**src/rtl/ps2_note_pkg.sv**
```systemverilog
// ps2_note_pkg: shared definitions for the PS/2 note decoder.
//   - scan codes for the E0/F0 prefixes and the 13 piano keys
//   - NOTE_SILENT, the note value meaning "no key held"
//   - map_code(): scan code -> {hit, note}
//   - frame-receiver and key FSM state encodings
package ps2_note_pkg;

  localparam logic [7:0] NOTE_SILENT = 8'd99;

  localparam logic [7:0] SC_EXT = 8'hE0;
  localparam logic [7:0] SC_BRK = 8'hF0;

  // naturals
  localparam logic [7:0] SC_A = 8'h1C;
  localparam logic [7:0] SC_S = 8'h1B;
  localparam logic [7:0] SC_D = 8'h23;
  localparam logic [7:0] SC_F = 8'h2B;
  localparam logic [7:0] SC_G = 8'h34;
  localparam logic [7:0] SC_H = 8'h33;
  localparam logic [7:0] SC_J = 8'h3B;
  localparam logic [7:0] SC_K = 8'h42;
  // sharps
  localparam logic [7:0] SC_W = 8'h1D;
  localparam logic [7:0] SC_E = 8'h24;
  localparam logic [7:0] SC_T = 8'h2C;
  localparam logic [7:0] SC_Y = 8'h35;
  localparam logic [7:0] SC_U = 8'h3C;

  typedef enum logic [1:0] {
    F_IDLE,
    F_DATA,
    F_PARITY,
    F_STOP
  } frame_state_e;

  // Key FSM state is the pair of pending prefix flags: bit1 = ext, bit0 = brk.
  typedef enum logic [1:0] {
    K_IDLE    = 2'b00,
    K_BRK     = 2'b01,
    K_EXT     = 2'b10,
    K_EXT_BRK = 2'b11
  } key_state_e;

  // Returns {hit, note}. note is NOTE_SILENT when hit is 0.
  function automatic logic [8:0] map_code(input logic [7:0] code);
    logic [8:0] r;
    case (code)
      SC_A:    r = {1'b1, 8'd1};
      SC_S:    r = {1'b1, 8'd2};
      SC_D:    r = {1'b1, 8'd3};
      SC_F:    r = {1'b1, 8'd4};
      SC_G:    r = {1'b1, 8'd5};
      SC_H:    r = {1'b1, 8'd6};
      SC_J:    r = {1'b1, 8'd7};
      SC_K:    r = {1'b1, 8'd8};
      SC_W:    r = {1'b1, 8'd9};
      SC_E:    r = {1'b1, 8'd10};
      SC_T:    r = {1'b1, 8'd11};
      SC_Y:    r = {1'b1, 8'd12};
      SC_U:    r = {1'b1, 8'd13};
      default: r = {1'b0, NOTE_SILENT};
    endcase
    return r;
  endfunction

endpackage

```
**src/rtl/ps2_note_decoder_rx.sv**
```systemverilog
// ps2_rx_frame: PS/2 device-to-host frame receiver.
//   Synchronizes the PS/2 lines, detects falling clock edges, assembles
//   start/8 data/odd parity/stop frames and aborts a frame that stalls.
// Ports:
//   clk, rst_n     system clock, async active-low reset
//   ps2_clk/dat    raw PS/2 lines (asynchronous)
//   data_byte      last received byte, valid while byte_strobe is high
//   byte_strobe    1-cycle pulse, cycle after a good stop bit
//   frame_err      1-cycle pulse on parity error, bad stop bit or timeout
module ps2_rx_frame
  import ps2_note_pkg::*;
#(
  parameter int TIMEOUT_CYCLES = 50000
) (
  input  logic       clk,
  input  logic       rst_n,
  input  logic       ps2_clk,
  input  logic       ps2_dat,
  output logic [7:0] data_byte,
  output logic       byte_strobe,
  output logic       frame_err
);

  localparam int CW = $clog2(TIMEOUT_CYCLES + 1);

  logic [1:0]   clk_sync, dat_sync;
  logic         clk_prev;
  logic         fall, dat;
  frame_state_e state_q, state_n;
  logic [2:0]   bit_cnt;
  logic [7:0]   shift_q;
  logic         par_ok;
  logic [CW-1:0] tmo_cnt;
  logic         timeout;
  logic         strobe_n, err_n;

  // Sync FFs reset to 1 (idle bus) so reset release never looks like an edge.
  always_ff @(posedge clk or negedge rst_n) begin
    if (!rst_n) begin
      clk_sync <= 2'b11;
      dat_sync <= 2'b11;
      clk_prev <= 1'b1;
    end else begin
      clk_sync <= {clk_sync[0], ps2_clk};
      dat_sync <= {dat_sync[0], ps2_dat};
      clk_prev <= clk_sync[1];
    end
  end

  assign fall    = clk_prev & ~clk_sync[1];
  assign dat     = dat_sync[1];
  assign timeout = (state_q != F_IDLE) && !fall && (tmo_cnt == CW'(TIMEOUT_CYCLES - 1));

  always_comb begin
    state_n  = state_q;
    strobe_n = 1'b0;
    err_n    = 1'b0;
    case (state_q)
      F_IDLE:   if (fall && !dat) state_n = F_DATA;
      F_DATA:   if (fall && bit_cnt == 3'd7) state_n = F_PARITY;
      F_PARITY: if (fall) state_n = F_STOP;
      F_STOP: begin
        if (fall) begin
          state_n = F_IDLE;
          if (dat && par_ok) strobe_n = 1'b1;
          else               err_n    = 1'b1;
        end
      end
      default:  state_n = F_IDLE;
    endcase
    if (timeout) begin
      state_n = F_IDLE;
      err_n   = 1'b1;
    end
  end

  always_ff @(posedge clk or negedge rst_n) begin
    if (!rst_n) begin
      state_q     <= F_IDLE;
      bit_cnt     <= '0;
      shift_q     <= '0;
      par_ok      <= 1'b0;
      tmo_cnt     <= '0;
      byte_strobe <= 1'b0;
      frame_err   <= 1'b0;
    end else begin
      state_q     <= state_n;
      byte_strobe <= strobe_n;
      frame_err   <= err_n;
      // Counts consecutive edge-free cycles while a frame is in flight.
      if (state_q == F_IDLE || fall) tmo_cnt <= '0;
      else                           tmo_cnt <= tmo_cnt + 1'b1;
      if (fall) begin
        case (state_q)
          F_IDLE:   bit_cnt <= '0;
          F_DATA: begin
            shift_q <= {dat, shift_q[7:1]};
            bit_cnt <= bit_cnt + 3'd1;
          end
          F_PARITY: par_ok <= ^{shift_q, dat};
          default: ;
        endcase
      end
    end
  end

  // shift_q is frozen from the parity bit until the next start bit.
  assign data_byte = shift_q;

endmodule

```
**src/rtl/ps2_note_decoder.sv**
```systemverilog
// ps2_note_decoder: turns PS/2 keyboard scan codes into a piano note index.
//   Tracks E0/F0 prefixes; the last mapped key pressed owns oNote, and its
//   release returns oNote to NOTE_SILENT. Extended-prefix codes are ignored.
// Ports:
//   iClk, iReset_n   system clock, async active-low reset
//   iPs2_Clk/Dat     raw PS/2 lines
//   oNote            1..13 while a mapped key is held, NOTE_SILENT otherwise
//   oNoteValid       1-cycle pulse when oNote changes
//   oFrameErr        1-cycle pulse on a bad or stalled frame
module ps2_note_decoder
  import ps2_note_pkg::*;
#(
  parameter int TIMEOUT_CYCLES = 50000
) (
  input  logic       iClk,
  input  logic       iReset_n,
  input  logic       iPs2_Clk,
  input  logic       iPs2_Dat,
  output logic [7:0] oNote,
  output logic       oNoteValid,
  output logic       oFrameErr
);

  logic [7:0] rx_byte;
  logic       rx_strobe;
  key_state_e key_q, key_n;
  logic [7:0] note_q, note_n;
  logic       vld_n;
  logic [8:0] map_res;
  logic       ext, brk;

  ps2_rx_frame #(.TIMEOUT_CYCLES(TIMEOUT_CYCLES)) u_rx (
    .clk         (iClk),
    .rst_n       (iReset_n),
    .ps2_clk     (iPs2_Clk),
    .ps2_dat     (iPs2_Dat),
    .data_byte   (rx_byte),
    .byte_strobe (rx_strobe),
    .frame_err   (oFrameErr)
  );

  assign ext = (key_q == K_EXT) || (key_q == K_EXT_BRK);
  assign brk = (key_q == K_BRK) || (key_q == K_EXT_BRK);

  // A frame error produces no strobe, so pending prefixes simply persist.
  always_comb begin
    key_n   = key_q;
    note_n  = note_q;
    vld_n   = 1'b0;
    map_res = map_code(rx_byte);
    if (rx_strobe) begin
      if (rx_byte == SC_EXT) begin
        key_n = brk ? K_EXT_BRK : K_EXT;
      end else if (rx_byte == SC_BRK) begin
        key_n = ext ? K_EXT_BRK : K_BRK;
      end else begin
        key_n = K_IDLE;
        if (!ext && map_res[8]) begin
          if (!brk && map_res[7:0] != note_q) begin
            note_n = map_res[7:0];
            vld_n  = 1'b1;
          end else if (brk && map_res[7:0] == note_q) begin
            note_n = NOTE_SILENT;
            vld_n  = 1'b1;
          end
        end
      end
    end
  end

  always_ff @(posedge iClk or negedge iReset_n) begin
    if (!iReset_n) begin
      key_q      <= K_IDLE;
      note_q     <= NOTE_SILENT;
      oNoteValid <= 1'b0;
    end else begin
      key_q      <= key_n;
      note_q     <= note_n;
      oNoteValid <= vld_n;
    end
  end

  assign oNote = note_q;

endmodule
```
**config.mk**
```make
export PLATFORM = sky130hd
export DESIGN_NAME = ps2_note_decoder
export DESIGN_NICKNAME = d
export VERILOG_FILES = /design/src/rtl/ps2_note_pkg.sv /design/src/rtl/ps2_note_decoder_rx.sv /design/src/rtl/ps2_note_decoder.sv
export SDC_FILE = /design/constraint.sdc
export NUM_CORES = 1
export LEC_CHECK = 0
export ABC_AREA = 1
export BUFFER_PORTS_ARGS = -buffer_cell sky130_fd_sc_hd__buf_4
export CELL_PAD_IN_SITES_DETAIL_PLACEMENT = 2
export CELL_PAD_IN_SITES_GLOBAL_PLACEMENT = 2
export CORE_MARGIN = 5
export CORE_UTILIZATION = 36
export CTS_CLUSTER_SIZE = 8
export DETAILED_ROUTE_END_ITERATION = 16
export PLACE_DENSITY = 0.85
export SETUP_SLACK_MARGIN = 0.2
export SLEW_MARGIN = 20
export SYNTH_ARGS = -nofsm -noshare
export SYNTH_HDL_FRONTEND = slang
export SYNTH_HIERARCHICAL = 1
export SYNTH_SLANG_ARGS = --single-unit
export TNS_END_PERCENT = 50
```
**constraint.sdc**
```tcl
create_clock -name iClk -period 3.3 [get_ports iClk]
set_input_delay 0.66 -clock iClk [delete_from_list [all_inputs] [get_ports iClk]]
set_output_delay 0.66 -clock iClk [all_outputs]
set_load 0.005 [all_outputs]
```
-- Word level (Yosys, flattened, before mapping)
Index checks and enable logic that the tools add are counted.
- RAM bits: 0
- memories: 0
- flip-flop bits (word level): 48
- bits in read-only memories: 0
- input port bits: 4
- output and inout port bits: 10
- latch bits: 0
- multipliers: 0
- divide/modulo/power cells: 0
- shifts and indexed selects: 0
- order comparisons: 0
- eq/ne operators: 29
- add/subtract/negate cells: 2
- muxes and demuxes: 28
- bitwise logic cells: 4
- reduce and logical (&&, ||, !) cells: 25
- operators by type and width (operator ; count):
    case mux 9 bit (13 select lines) ; 1
    equality test 8 x 6 -> 1 bit, second input constant ; 9
    equality test 8 x 5 -> 1 bit, second input constant ; 3
    adder 16 x 1 -> 16 bit, second input constant ; 1
    equality test 16 bit, second input constant ; 1
    equality test 8 bit, second input constant ; 2
    2-to-1 mux 16 bit ; 1
    2-to-1 mux 2 bit ; 8
    2-to-1 mux 8 bit ; 2
    2-to-1 mux 1 bit ; 14
    inequality test 3 x 1 -> 1 bit, second input constant ; 4
    XOR reduction 9 bit ; 1
    equality test 2 bit, second input constant ; 4
    equality test 8 x 7 -> 1 bit, second input constant ; 1
    equality test 8 bit ; 1
    logical AND 1 bit ; 8
    inequality test 8 bit ; 1
    case mux 2 bit (4 select lines) ; 1
    case mux 3 bit (2 select lines) ; 1
    AND reduction 2 bit ; 3
    nonzero test 2 bit ; 3
    AND reduction 5 bit ; 1
    equality test 2 x 1 -> 1 bit, second input constant ; 2
    logical NOT 1 bit ; 4
    other kinds (7) ; 11

-- Logic depth before layout (Yosys ltp)
- depth in word-level cells: 10
- mapped depth: 20
- depth with buffers taken out: 20

-- Cells and area by module
The synthesis kept the hierarchy.
- modules (own cells, without submodules) (module ; area an instance (um^2) ; cells an instance ; instances ; seq. area each (um^2)):
    ps2_rx_frame ; 1908.1 ; 239 ; 1 ; 932.1
    ps2_note_decoder ; 889.6 ; 136 ; 1 ; 203.9

-- Worst setup path after synthesis
Ideal clock, no wire load.
- path type: register -> register
- start: register u_rx.shift_q[6] (netlist: u_rx/data_byte[6])
- end: register note_q[0] (netlist: oNote[0])
- stages on the path, launching flop included: 20
- data required time: 3.228 ns
- data arrival time: 2.441 ns
- slack: 0.787 ns
- cells stage by stage: dfrtp_1 > inv_2 > nand2_4 > nor2_4 > nand2_2 > nand2_2 > nor2_2 > nand3_4 > nand2_1 > nand3_1 > nor2_1 > nand2_1 > ha_1 > or2_2 > nor3_4 > nand2_4 > nor2_4 > nand2_2 > nand2_1 > inv_1
- longest elaborated chain between the ends: 6
- elaborated cells between the ends (all ways): 26
- classes of those cells: eq/ne: 17; mux: 2; bitwise: 2; reduce/logical: 5
- ends and longest elaborated chain (element ; line ; source):
    start, declared ; ps2_note_decoder_rx.sv:31 ; logic [7:0] shift_q;
    start signal, assigned ; ps2_note_decoder_rx.sv:97 ; shift_q <= {dat, shift_q[7:1]};
    equality test 8 x 6 -> 1 bit, or another cell as far along ; ps2_note_pkg.sv:47 ; case (code)
    case mux 9 bit (13 select lines) ; ps2_note_pkg.sv:47 ;
    inequality test 8 bit or equality test 8 bit (tied branches) ; ps2_note_decoder.sv:59, ps2_note_decoder.sv:62 ;
    logical AND 1 bit, on equally long branches ; ps2_note_decoder.sv:59, ps2_note_decoder.sv:62 ;
    nonzero test 2 bit (no source line) ; - ;
    AND reduction 5 bit (no source line) ; - ;
    end signal, assigned ; ps2_note_decoder.sv:78 ; note_q <= note_n;
    end, declared ; ps2_note_decoder.sv:27 ; logic [7:0] note_q, note_n;
Several ways; a longest one is shown, not always the timed one.
A chain may end at the register's enable or synchronous reset.

-- Worst setup path in the final report
- start: register u_rx.shift_q[4] (netlist: u_rx/data_byte[4])
- end: register note_q[0] (netlist: oNote[0])
The elaborated chain is that of the path after synthesis.

==> results.toml <==
[drt]
viasPerCell = 4.886
drt_iter0_markers = 54
post-route-drc-count = 0
routed-via-count = 2404
detail_route.wl_per_cell_microns = 15.11
drtAntennaViolNets = 0
postRouteWirelength_microns = 7432
first_pass_iters = 4

[clock_tree]
clock_sinks = 45
tritoncts = "yes"
ctsResizeCount = 0
cts_hold_buf = 0
cts_max_path_buffers = 2
post-cts-setup-buffers = 0
cts_max_level = 2
clock-root-buffer = "clkbuf_8"
clk_pin_slew_ns = 0.10
numCtsBuffers = 5
clock_latency_ns = 0.31

[floorplanning]
pin_count = 14
fp.dieW_microns = 98.16
fp-row-count = 32
core_sq_um = 7647
die_y_microns = 98.16
die-area_sq_um = 9634
start_util = 0.3658

[sta]
hold_viol = 0
rsz0062_at_grt = "false"
slew-limit-headroom = 0.5990
setup_tns_ns = 0
max_freq_ghz = 0.3522
setup_violations = 0
fin_crit_sh = 0.8604
fin_skew_ns = 0.01383
fin_crit_ns = 2.839
worst_slew_pin_slew_ns = 0.6015
slew_violations = 0

[setup_path]
critPathRequiredTime_ns = 3.56
crit_fanout = 8
crit_arrival_ns = 3.10
start_kind = "register"
end_kind = "register"
critPathKind = "reg -> reg"

[logic_synthesis]
synth-async-reset-ratio = 1.000
ys.warnings.count = 6
synth_commonest_cells = "nand2_1 (107), nor2_1 (47), inv_1 (42)"
syn_avg_cell_area_sq_um = 7.460
syn_inst = 375
synth_cell_types = 31
synth_most_common_cell = "nand2_1"
synth_seq_cells = 45
syn-cell-area_sq_um = 2798
synth_flop_cell = "dfrtp_1"
synth_area_leaders = "dfrtp_1 (33%), nand2_1 (14%), dfstp_2 (7.5%)"
yosysSeqAreaShare = 0.4061
yosys.area.top_type_share = 0.3309
synth_top_cell_by_area = "dfrtp_1"
synth_edf_count = 0

[global_route]
grt_use_met2 = 0.2942
grt-ovfl-total = 0
grt_pass1_vias = 2687
grt_max_degree = 46
grt_util_met1 = 0.1992
track_usage = 0.1650
grt_busiest_layer = "met2"
antenna_found_initial = 0
met3_usage = 0.03786
grt_pass1_wl_microns = 12990

[pwr]
power_switching_uw = 889.9
switching_share = 0.4512
comb_power_share = 0.406
cellPowerDensity_nw_per_um2 = 640.7
intPower_mw = 1.082
ir_drop_mv = 0.2737
p_leak_nw = 1.534
clkPwrFrac = 0.183
seqPwrFrac = 0.411

[placed_design]
gp_congestion = 0.8349
port_buffers = 11
dpl.hpwl_microns = 5807
placed_cells = 484

[hold_path]
hp-class = "in -> async"

[outcome]
status = "finished clean"

[layout]
area.growth.synth_to_final_pct = 10.02
final_cell_count_no_fill = 492
finish.net_count = 402
drive_above_1_share = 0.2231
n_antenna_cell = 0

[job]
drv_cap = 0
worst max-delay path: stages (launching register included):
cell and delay, ns:
dfrtp_2 0.47, inv_1 0.10, nand2_2 0.07, nor2_2 0.20, nand2_1 0.13, nand2_2 0.09
nor2_4 0.06, nand3_4 0.11, nand2_1 0.06, nand2_1 0.06, nand2_1 0.05, nor2_1 0.10
nand2_1 0.07, ha_1 0.27, or2_2 0.30, nor3_4 0.20, nand2_4 0.10, nor2_4 0.17
nand2_2 0.06, nand2_1 0.06, inv_1 0.04
final timing paths:
check	slack [ns]	cells past startpoint	endpoint	start
hold reg to reg	0.36	0	u_rx/dat_sync[1]$_DFF_PN1_	u_rx/dat_sync[0]$_DFF_PN1_
setup / recovery	0.46	20	oNote[0]$_DFFE_PN1P_	u_rx/data_byte[4]$_DFFE_PN0P_
max in group asynchronous	2.50	1	u_rx/data_byte[0]$_DFFE_PN0P_	iReset_n
hold / removal	0.34	1	u_rx/tmo_cnt[0]$_DFF_PN0_	iReset_n
setup reg to reg	0.46	20	oNote[0]$_DFFE_PN1P_	u_rx/data_byte[4]$_DFFE_PN0P_
min in group iClk	0.36	0	u_rx/dat_sync[1]$_DFF_PN1_	u_rx/dat_sync[0]$_DFF_PN1_
routing by layer:
metal  wire (microns)  up-vias
met4              100        0
met5                0        -
met2             3852       23
li1                 -     1179
met3              191        8
met1             3287     1194
kinds of logic (layout without fill, tap and decap cells):
kind of cell / after synthesis / count (layout) / synth area share
buffers and inverters: 56 / 70 / 0.07960
flip-flops: 45 / 45 / 0.4061
adder cells (fa/ha/maj): 9 / 9 / 0.04025
AO/OA/AOI/OAI: 26 / 26 / 0.04964
other: 1 / 2 / 0.001340
XOR/XNOR: 9 / 9 / 0.02818
AND/OR/NAND/NOR: 229 / 229 / 0.3949
state kept, by name (all words and copies together) (netlist names):
register,count
key_q,2
oNote,5
oNoteValid,1
u_rx/bit_cnt,3
u_rx/byte_strobe,1
u_rx/clk_prev,1
u_rx/clk_sync,2
u_rx/dat_sync,2
u_rx/data_byte,8
u_rx/frame_err,1
u_rx/par_ok,1
u_rx/state_q,2
u_rx/tmo_cnt,16
power groups by stage:
stage	Combinational [mW]	Clock (mW)	Sequential (mW)
3_5_place_dp	0.815	0	0.809
4_1_cts	0.818	0.371	0.804
3_3_place_gp	0.751	0	0.799
5_1_grt	0.915	0.405	0.835
6_report	0.801	0.361	0.810
2_1_floorplan	0.620	0	0.764
stage by stage:
step	utilization	power [mW]	area [sq um]	setup slack (ns)	hold slack, ns
6_report	0.4025	1.972	3078	0.4605	0.3358
5_1_grt	0.4025	2.156	3078	0.2361	0.3639
4_1_cts	0.4012	1.993	3068	0.3332	0.3606
3_5_place_dp	0.3897	1.624	2980	0.3686	0.3469
3_3_place_gp	0.3897	1.551	2980	0.5405	0.3464
2_1_floorplan	-	1.384	2801	0.7871	0.3452
cell usage in the layout (no fill, tap or decap):
| cell | count |
|---|---|
| xor2_1 | 8 |
| nor3b_2 | 2 |
| clkinvlp_4 | 2 |
| dfrtp_2 | 8 |
| nor2_2 | 6 |
| nand4_1 | 4 |
| clkbuf_8 | 5 |
| buf_4 | 11 |
| nand2_2 | 20 |
| or2_2 | 2 |
| and3_1 | 1 |
| nor2_1 | 47 |
| o21ai_2 | 1 |
| dfstp_2 | 8 |
| o21ai_1 | 1 |
| nand2_1 | 107 |
| clkbuf_1 | 1 |
| inv_1 | 42 |
| a22o_2 | 1 |
| conb_1 | 2 |
| dfrtp_1 | 29 |
| nor2_4 | 5 |
| nor3_4 | 3 |
| nand2_4 | 2 |
| ha_1 | 9 |
| xnor2_1 | 1 |
| nand3_2 | 1 |
| nor3_1 | 6 |
| a21oi_1 | 8 |
| nand3_1 | 22 |
| nand3_4 | 1 |
| inv_2 | 9 |
| o21ai_0 | 15 |
final cells by class:
class	count	area, sq um
clock buffers	6	72.57
clock inverters	2	15.01
fillers	932	4569
inverters	51	191.4
multi-input cells	275	1443
flip-flops and latches	45	1146
well taps	102	127.6
repair buffers	11	82.58
Note: power is estimated with default switching activity, not from simulation.
